File: src/rtl/pht_update_scheduler_if.sv
// ---------------------------------------------------------------------------
// pht_update_scheduler_if
//
// Bundles the request side and the PHT write side of the PHT update
// scheduler. The requester/bench uses the master modport and the scheduler
// uses the slave modport.
//
// Signals:
//   init_req    master->slave  restart initialisation and flush the queue
//   req_valid   master->slave  [REQ_NUM]          update request valid per port
//   req_index   master->slave  [REQ_NUM*INDEX_W]  PHT index per port
//   req_data    master->slave  [REQ_NUM*DATA_W]   new entry value per port
//   wr_en       slave->master  [WR_NUM]           PHT write enable per port
//   wr_addr     slave->master  [WR_NUM*INDEX_W]   PHT write address
//   wr_data     slave->master  [WR_NUM*DATA_W]    PHT write data
//   init_busy   slave->master  initialisation in progress
//   drop_pulse  slave->master  one-cycle pulse when a request was dropped
//   occupancy   slave->master  [log2(QUEUE_DEPTH)+1] queued entries
// ---------------------------------------------------------------------------
interface pht_update_scheduler_if #(
   parameter int INDEX_W     = 10,
   parameter int DATA_W      = 8,
   parameter int REQ_NUM     = 2,
   parameter int WR_NUM      = 2,
   parameter int QUEUE_DEPTH = 8
) ();
   localparam int CNT_W = $clog2(QUEUE_DEPTH) + 1;

   logic                        init_req;
   logic [REQ_NUM-1:0]          req_valid;
   logic [REQ_NUM*INDEX_W-1:0]  req_index;
   logic [REQ_NUM*DATA_W-1:0]   req_data;
   logic [WR_NUM-1:0]           wr_en;
   logic [WR_NUM*INDEX_W-1:0]   wr_addr;
   logic [WR_NUM*DATA_W-1:0]    wr_data;
   logic                        init_busy;
   logic                        drop_pulse;
   logic [CNT_W-1:0]            occupancy;

   modport master (
      output init_req, req_valid, req_index, req_data,
      input  wr_en, wr_addr, wr_data, init_busy, drop_pulse, occupancy
   );

   modport slave (
      input  init_req, req_valid, req_index, req_data,
      output wr_en, wr_addr, wr_data, init_busy, drop_pulse, occupancy
   );
endinterface

File: src/rtl/pht_update_scheduler.sv
// ---------------------------------------------------------------------------
// pht_update_scheduler
//
// Buffers PHT counter updates in an in-order queue and issues up to WR_NUM
// writes per cycle, never two to the same bank in one cycle. After reset or
// on init_req it sweeps every PHT entry with INIT_VALUE through write port 0.
//
// Ports:
//   clk  clock
//   rst  asynchronous reset, active-high
//   bus  pht_update_scheduler_if.slave (requests in, PHT writes and status out)
//
// Optional feature (macro PHT_SCHED_COALESCE_EN): an accepted request whose
// index matches a queued entry that is not issuing this cycle, or an earlier
// same-cycle request, overwrites that entry's data instead of taking a slot.
// ---------------------------------------------------------------------------
module pht_update_scheduler #(
   parameter int               ENTRY_NUM   = 1024,
   parameter int               INDEX_W     = 10,
   parameter int               DATA_W      = 8,
   parameter int               BANK_NUM    = 2,
   parameter int               REQ_NUM     = 2,
   parameter int               WR_NUM      = 2,
   parameter int               QUEUE_DEPTH = 8,
   parameter logic [DATA_W-1:0] INIT_VALUE = 8'hAA
) (
   input  logic                     clk,
   input  logic                     rst,
   pht_update_scheduler_if.slave    bus
);
   localparam int PTR_W = $clog2(QUEUE_DEPTH);
   localparam int CNT_W = PTR_W + 1;
   localparam logic [INDEX_W-1:0] BANK_MASK = INDEX_W'(BANK_NUM - 1);

   typedef enum logic {ST_INIT, ST_RUN} state_t;

   state_t               state;
   logic [INDEX_W-1:0]   init_idx;
   logic [PTR_W-1:0]     head, tail;
   logic [CNT_W-1:0]     occ;
   logic                 init_busy, drop_pulse;

   logic [INDEX_W-1:0]   q_index [QUEUE_DEPTH];
   logic [DATA_W-1:0]    q_data  [QUEUE_DEPTH];

   logic [INDEX_W-1:0]   req_idx [REQ_NUM];
   logic [DATA_W-1:0]    req_dat [REQ_NUM];

   logic [PTR_W-1:0]     slot_ptr  [WR_NUM];
   logic [INDEX_W-1:0]   slot_bank [WR_NUM];
   logic [WR_NUM-1:0]    issue;
   logic [CNT_W-1:0]     pop_cnt, push_cnt;

   logic [REQ_NUM-1:0]   push_en, coal_en;
   logic [PTR_W-1:0]     push_ptr [REQ_NUM];
   logic [PTR_W-1:0]     coal_ptr [REQ_NUM];
   logic                 any_drop;
   logic                 accept_ok;

   logic [WR_NUM-1:0]          wr_en;
   logic [WR_NUM*INDEX_W-1:0]  wr_addr;
   logic [WR_NUM*DATA_W-1:0]   wr_data;

   for (genvar p = 0; p < REQ_NUM; p++) begin : g_req
      assign req_idx[p] = bus.req_index[p*INDEX_W +: INDEX_W];
      assign req_dat[p] = bus.req_data[p*DATA_W +: DATA_W];
   end

   // Candidate entries for each write slot, taken from the queue head onward.
   always_comb begin
      for (int k = 0; k < WR_NUM; k++) begin
         slot_ptr[k]  = head + PTR_W'(k);
         slot_bank[k] = q_index[head + PTR_W'(k)] & BANK_MASK;
      end
   end

   // Strict FIFO issue: a slot goes only if every earlier slot went and its
   // bank is not already taken this cycle; the first miss stops the chain.
   always_comb begin : issue_logic
      logic go;
      // NOTE: every combinational output gets a default before any branch so
      // no path leaves it unassigned and no latch is inferred.
      go      = (state == ST_RUN);
      issue   = '0;
      pop_cnt = '0;
      for (int k = 0; k < WR_NUM; k++) begin
         if (CNT_W'(k) >= occ) go = 1'b0;
         for (int j = 0; j < k; j++)
            if (slot_bank[j] == slot_bank[k]) go = 1'b0;
         issue[k] = go;
         if (go) pop_cnt = pop_cnt + CNT_W'(1);
      end
   end

   // Write ports are driven from registered state only. The rst term keeps
   // the sweep from appearing on the port while reset is held.
   always_comb begin
      wr_en   = '0;
      wr_addr = '0;
      wr_data = '0;
      if (state == ST_INIT) begin
         wr_en[0]                = !rst;
         wr_addr[INDEX_W-1:0]    = init_idx;
         wr_data[DATA_W-1:0]     = INIT_VALUE;
      end else begin
         for (int k = 0; k < WR_NUM; k++) begin
            if (issue[k]) begin
               wr_en[k]                       = 1'b1;
               wr_addr[k*INDEX_W +: INDEX_W]  = q_index[slot_ptr[k]];
               wr_data[k*DATA_W +: DATA_W]    = q_data[slot_ptr[k]];
            end
         end
      end
   end

   assign accept_ok = (state == ST_RUN) && !bus.init_req;

   // Requests are taken in port order; slots popped this cycle are free again.
   always_comb begin : enqueue_logic
      logic [CNT_W-1:0] free;
      logic [CNT_W-1:0] used;
`ifdef PHT_SCHED_COALESCE_EN
      logic [PTR_W-1:0] off;
`endif
      free     = CNT_W'(QUEUE_DEPTH) - occ + pop_cnt;
      used     = '0;
      push_en  = '0;
      coal_en  = '0;
      push_ptr = '{default: '0};
      coal_ptr = '{default: '0};
      any_drop = 1'b0;
`ifdef PHT_SCHED_COALESCE_EN
      off      = '0;
`endif
      for (int p = 0; p < REQ_NUM; p++) begin
         if (accept_ok && bus.req_valid[p]) begin
`ifdef PHT_SCHED_COALESCE_EN
            // Entries already on the write ports this cycle cannot be merged into.
            for (int i = 0; i < QUEUE_DEPTH; i++) begin
               off = PTR_W'(i) - head;
               if ({1'b0, off} >= pop_cnt && {1'b0, off} < occ && q_index[i] == req_idx[p]) begin
                  coal_en[p]  = 1'b1;
                  coal_ptr[p] = PTR_W'(i);
               end
            end
            for (int j = 0; j < p; j++) begin
               if (push_en[j] && req_idx[j] == req_idx[p]) begin
                  coal_en[p]  = 1'b1;
                  coal_ptr[p] = push_ptr[j];
               end
            end
`endif
            if (!coal_en[p]) begin
               if (used < free) begin
                  push_en[p]  = 1'b1;
                  push_ptr[p] = tail + used[PTR_W-1:0];
                  used        = used + CNT_W'(1);
               end else begin
                  any_drop = 1'b1;
               end
            end
         end
      end
      push_cnt = used;
   end

   // Control FSM and queue pointers.
   // NOTE: sequential state uses non-blocking assignments only, so every
   // register samples the pre-edge values regardless of statement order.
   always_ff @(posedge clk or posedge rst) begin
      if (rst) begin
         state      <= ST_INIT;
         init_idx   <= '0;
         head       <= '0;
         tail       <= '0;
         occ        <= '0;
         init_busy  <= 1'b1;
         drop_pulse <= 1'b0;
      end else if (bus.init_req) begin
         state      <= ST_INIT;
         init_idx   <= '0;
         head       <= '0;
         tail       <= '0;
         occ        <= '0;
         init_busy  <= 1'b1;
         drop_pulse <= 1'b0;
      end else begin
         drop_pulse <= any_drop;
         head       <= head + pop_cnt[PTR_W-1:0];
         tail       <= tail + push_cnt[PTR_W-1:0];
         occ        <= occ + push_cnt - pop_cnt;
         if (state == ST_INIT) begin
            init_idx <= init_idx + INDEX_W'(1);
            if (init_idx == INDEX_W'(ENTRY_NUM - 1)) begin
               state     <= ST_RUN;
               init_busy <= 1'b0;
            end
         end
      end
   end

   // NOTE: queue storage has no reset; an entry is only read after a push
   // has written it, and occupancy/pointers are what reset clears.
   always_ff @(posedge clk) begin
      for (int p = 0; p < REQ_NUM; p++) begin
         if (push_en[p]) begin
            q_index[push_ptr[p]] <= req_idx[p];
            q_data[push_ptr[p]]  <= req_dat[p];
         end
         // Later ports are written after earlier ones, so the higher port wins.
         if (coal_en[p]) q_data[coal_ptr[p]] <= req_dat[p];
      end
   end

   assign bus.wr_en      = wr_en;
   assign bus.wr_addr    = wr_addr;
   assign bus.wr_data    = wr_data;
   assign bus.init_busy  = init_busy;
   assign bus.drop_pulse = drop_pulse;
   assign bus.occupancy  = occ;

endmodule

File: src/flat_wrapper.sv
// flat-port wrapper written by rule: the top's interface ports become plain ports
module pht_update_scheduler_flat 
#(
   parameter int               ENTRY_NUM   = 1024,
   parameter int               INDEX_W     = 10,
   parameter int               DATA_W      = 8,
   parameter int               BANK_NUM    = 2,
   parameter int               REQ_NUM     = 2,
   parameter int               WR_NUM      = 2,
   parameter int               QUEUE_DEPTH = 8,
   parameter logic [DATA_W-1:0] INIT_VALUE = 8'hAA
)
  (clk, rst, bus_init_req, bus_req_valid, bus_req_index, bus_req_data, bus_wr_en, bus_wr_addr, bus_wr_data, bus_init_busy, bus_drop_pulse, bus_occupancy);
  pht_update_scheduler_if #(.INDEX_W(INDEX_W), .DATA_W(DATA_W), .REQ_NUM(REQ_NUM), .WR_NUM(WR_NUM), .QUEUE_DEPTH(QUEUE_DEPTH)) bus_i ();
  input  logic clk;
  input  logic rst;
  input wire logic [$bits(bus_i.init_req)-1:0] bus_init_req;
  input wire logic [$bits(bus_i.req_valid)-1:0] bus_req_valid;
  input wire logic [$bits(bus_i.req_index)-1:0] bus_req_index;
  input wire logic [$bits(bus_i.req_data)-1:0] bus_req_data;
  output wire logic [$bits(bus_i.wr_en)-1:0] bus_wr_en;
  output wire logic [$bits(bus_i.wr_addr)-1:0] bus_wr_addr;
  output wire logic [$bits(bus_i.wr_data)-1:0] bus_wr_data;
  output wire logic [$bits(bus_i.init_busy)-1:0] bus_init_busy;
  output wire logic [$bits(bus_i.drop_pulse)-1:0] bus_drop_pulse;
  output wire logic [$bits(bus_i.occupancy)-1:0] bus_occupancy;
  assign bus_i.init_req = bus_init_req;
  assign bus_i.req_valid = bus_req_valid;
  assign bus_i.req_index = bus_req_index;
  assign bus_i.req_data = bus_req_data;
  assign bus_wr_en = bus_i.wr_en;
  assign bus_wr_addr = bus_i.wr_addr;
  assign bus_wr_data = bus_i.wr_data;
  assign bus_init_busy = bus_i.init_busy;
  assign bus_drop_pulse = bus_i.drop_pulse;
  assign bus_occupancy = bus_i.occupancy;
  pht_update_scheduler #(.ENTRY_NUM(ENTRY_NUM), .INDEX_W(INDEX_W), .DATA_W(DATA_W), .BANK_NUM(BANK_NUM), .REQ_NUM(REQ_NUM), .WR_NUM(WR_NUM), .QUEUE_DEPTH(QUEUE_DEPTH), .INIT_VALUE(INIT_VALUE)) u_core (.clk(clk), .rst(rst), .bus(bus_i));
endmodule
File: config.mk
export PLATFORM = sky130hd
export DESIGN_NAME = pht_update_scheduler_flat
export DESIGN_NICKNAME = d
export VERILOG_FILES = /design/src/rtl/pht_update_scheduler_if.sv /design/src/rtl/pht_update_scheduler.sv /design/src/flat_wrapper.sv
export SDC_FILE = /design/constraint.sdc
export NUM_CORES = 1
export LEC_CHECK = 0
export BUFFER_PORTS_ARGS = -buffer_cell sky130_fd_sc_hd__clkbuf_2
export CORE_MARGIN = 1
export CORE_UTILIZATION = 46
export CTS_BUF_LIST = sky130_fd_sc_hd__clkbuf_2
export DETAILED_ROUTE_END_ITERATION = 6
export PLACE_DENSITY = 0.63
export SLEW_MARGIN = 5
export SYNTH_ARGS = -nofsm -noshare
export SYNTH_HDL_FRONTEND = slang
export SYNTH_SLANG_ARGS = --single-unit
File: constraint.sdc
create_clock -name clk -period 7.25 [get_ports clk]
set_clock_uncertainty 0.05 [all_clocks]
set_input_delay 0.725 -clock clk [delete_from_list [all_inputs] [get_ports clk]]
set_output_delay 0.725 -clock clk [all_outputs]
set_load 0.005 [all_outputs]
==> flow_summary_export.csv <==
group,metric,value,unit
outcome,status,"completed",
route,drc,0,
global_route,antenna_found_initial,1,
critical_path,cp-start-kind,"flop",
critical_path,worst-setup-path-type,"flop to flop",
logic_synthesis,synth.ff_latch_count,167,
power,ir_worst_vdd,85.6,µV
power,seqPwrFrac,62.5,%
clock_network,cts_setup_buffers,0,
finish,final_common_cell,"o2bb2ai_1",
global_route,grt.total_usage,27.9,%
logic_synthesis,yosysSeqAreaShare,48.3,%
clock_network,numCtsBuffers,17,
clock_network,clock-sinks,167,
place,portBuffers,84,
clock_network,cts_resized,0,
sta,fmax,151,MHz
floorplan,dieWidth,150,µm
finish,final_cell_mix,"150 x o2bb2ai_1, 144 x edfxtp_1, 104 x clkbuf_2",
critical_path,r2r-start,"u_core.head[0]$_DFF_PP0_",
floorplan,core_area,21300,µm²
floorplan,io_pins,85,
route,viasPerCell,6.69,
logic_synthesis,async_flop_share,13.8,%
sta,relSlewSlack,13.3,%
sta,grt_setup_unrepaired,"no",
global_route,grt_overflow,0,
finish,finalInstanceArea,11100,µm²
logic_synthesis,yosysWarnings,0,
finish,fill_cells,1777,
critical_path,required,7.68,ns
power,cellPowerDensity,151,nW/µm²
logic_synthesis,synth_cells,735,
finish,final-seq-area,4910,µm²
clock_network,clk_pin_slew,0.23,ns
critical_path,ff2ff_path_depth,23,
logic_synthesis,avgSynthCellArea,13.8,µm²
route,drtPass1Iterations,5,
logic_synthesis,synth_ff_type,"edfxtp_1",
power,intPower,1.31,mW
clock_network,cts_hold_buf,0,
global_route,grt_pass1_wl,45300,µm
hold_path,hold_path.class,"primary input to async pin",
critical_path,worst_r2r_endpoint,"u_core.q_data[0][3]$_DFFE_PP_",
route,met1_length,11800,µm
route,drtAntennaViolNets,0,
sta,period_share,91.4,%
route,routedWlPerCell,27.7,µm
clock_network,cts_tree,"yes",
critical_path,worstPathArrival,7.06,ns
logic_synthesis,syn_nets,796,
sta,hold_viol_final,0,
finish,multiInputGateArea,4870,µm²
logic_synthesis,ys_types,51,
sta,worstMarginPinSlew,1.30,ns
critical_path,rrSetupSlack,0.62,ns
clock_network,clock_latency,0.77,ns
global_route,grt_pass1_vias,7576,
route,met3_length,2250,µm
critical_path,end_kind,"flop",
power,power.share.switching,21.9,%
place,gp_congestion,0.841,
place,hpwl,19500,µm
power,power_frac_comb,4.5,%
route,vias,7268,
finish,nets,861,
clock_network,h-tree-depth,4,
power,leakagePower,3.66,nW
floorplan,initial_utilization,47.6,%
finish,drive_above_1_share,31.0,%
power,power.switching,367,µW
sta,fin_crit,6.63,ns
critical_path,cp_max_fo,28,
route,top_layer,"met4",
floorplan,die_y,150,µm
route,met2_length,15000,µm
logic_synthesis,synth_edf_count,144,
route,drt_iter0_markers,725,
clock_network,cts.path.max_buffers,2,
floorplan,die-area,22600,µm²
sta,setup_violations,0,
sta,slew_viol_final,0,
sta,fin_setup_tns,0,ns
clock_network,cts_root_buffer,"clkbuf_2",
finish,syn2layout_area_growth,9.77,%
power,clkPwrFrac,33.0,%
job,drv_cap,0,
route,routed_wl,30100,µm
logic_synthesis,synthesis.area,10100,µm²
global_route,grt_max_degree,39,
floorplan,row_count,53,
place,dpl_cell_area,10900,µm²
## final cells by class
cell class | count | area share (%)
flip-flops and latches | 167 | 44.1
multi-input cells | 475 | 43.8
repair buffers | 118 | 6.07
well taps | 275 | 3.09
clock inverters | 9 | 1.37
clock buffers | 20 | 0.899
inverters | 21 | 0.708
diodes | 1 | 0.0225
## cell families after synthesis
logic type / synth area share [%]
XOR/XNOR: 1.73
buffers and inverters: 4.20
multiplexers: 19.8
adder cells (fa/ha/maj): 2.79
AND/OR/NAND/NOR: 6.13
AO/OA/AOI/OAI: 17.1
flip-flops: 48.3
## routing by layer
layer / track usage [%] / up-vias
met2: 46.5 / 345
met4: 12.9 / 0
met3: 4.64 / 71
met1: 35.6 / 3752
li1: - / 3100
met5: 0 / -
## cell usage after synthesis, types with 2 or more instances
library cell,n,area (µm²)
o2bb2ai_1,150,1310
edfxtp_1,144,4320
mux4_2,72,1620
nand2_1,45,169
nor2_1,44,165
mux2i_1,37,370
buf_2,34,170
buf_1,23,86.3
dfrtp_1,22,551
inv_1,21,78.8
ha_1,17,213
xnor2_1,11,96.3
clkbuf_1,10,37.5
o21ai_0,10,50.1
nor2b_1,9,56.3
xor2_1,9,78.8
nand2b_1,7,43.8
nand3_1,6,30.0
o41ai_1,6,52.6
and3_1,5,31.3
o211ai_2,5,62.6
a21oi_1,4,20.0
buf_6,4,45.0
o21ai_4,4,65.1
fa_1,3,60.1
o211ai_4,3,63.8
o22ai_1,3,18.8
and2_0,2,12.5
and2_1,2,12.5
or3_1,2,12.5
## stage by stage
step	instances	util, %	hold slack [ns]	power, mW	setup slack [ns]
after floorplan	735	-	0.421	1.12	0.557
after global placement	1056	51.1	0.426	1.14	0.840
after detailed placement	1056	51.1	0.436	1.14	0.691
after CTS	1085	52.3	0.0708	1.68	0.632
after global routing	1086	52.3	0.113	1.72	0.271
final	1086	52.3	0.0739	1.68	0.620
## worst max path at each step
| stage | cells past startpoint | start | slack [ns] | to |
|---|---|---|---|---|
| global route | 23 | u_core.head[0]$_DFF_PP0_ | 0.27 | u_core.q_data[0][1]$_DFFE_PP_ |
| floorplan | 19 | u_core.head[0]$_DFF_PP0_ | 0.56 | u_core.q_data[1][0]$_DFFE_PP_ |
| finish | 23 | u_core.head[0]$_DFF_PP0_ | 0.62 | u_core.q_data[0][3]$_DFFE_PP_ |
| CTS | 23 | u_core.head[0]$_DFF_PP0_ | 0.63 | u_core.q_data[0][3]$_DFFE_PP_ |
| global placement | 23 | u_core.head[0]$_DFF_PP0_ | 0.84 | u_core.q_index[0][9]$_DFFE_PP_ |
| detailed placement | 23 | u_core.head[0]$_DFF_PP0_ | 0.69 | u_core.q_index[0][0]$_DFFE_PP_ |
## power groups by stage
stage	combinational, mW	clock (mW)	sequential, mW
after floorplan	0.0518	0	1.07
after global placement	0.0726	0	1.07
after detailed placement	0.0748	0	1.07
after CTS	0.0749	0.556	1.05
after global routing	0.0825	0.592	1.05
final	0.0753	0.554	1.05
## flip-flops by register name, indices dropped and copies added (netlist names)
register	flops
u_core.bus.drop_pulse	1
u_core.bus.occupancy	4
u_core.q_data	64
u_core.head	3
u_core.bus.init_busy	1
u_core.q_index	80
u_core.init_idx	10
u_core.tail	3
u_core.state	1
## critical path: stages (launching register included)
cell and delay [ns]:
dfrtp_4 0.72, ha_1 0.48, mux4_2 0.58, xor2_1 0.16, o2bb2a_1 0.30, nand3_2 0.09
inv_1 0.06, ha_1 0.31, inv_1 0.07, ha_1 0.19, inv_1 0.06, ha_1 0.21
and4b_1 0.22, nor4_2 0.32, o2111ai_4 0.16, nor2_4 0.11, nor2_1 0.07, ha_1 0.22
ha_1 0.23, xor2_1 0.16, nor2_1 0.42, o211ai_4 0.39, o21ai_2 0.45, buf_4 0.29
(Power assumes the default switching activity.)
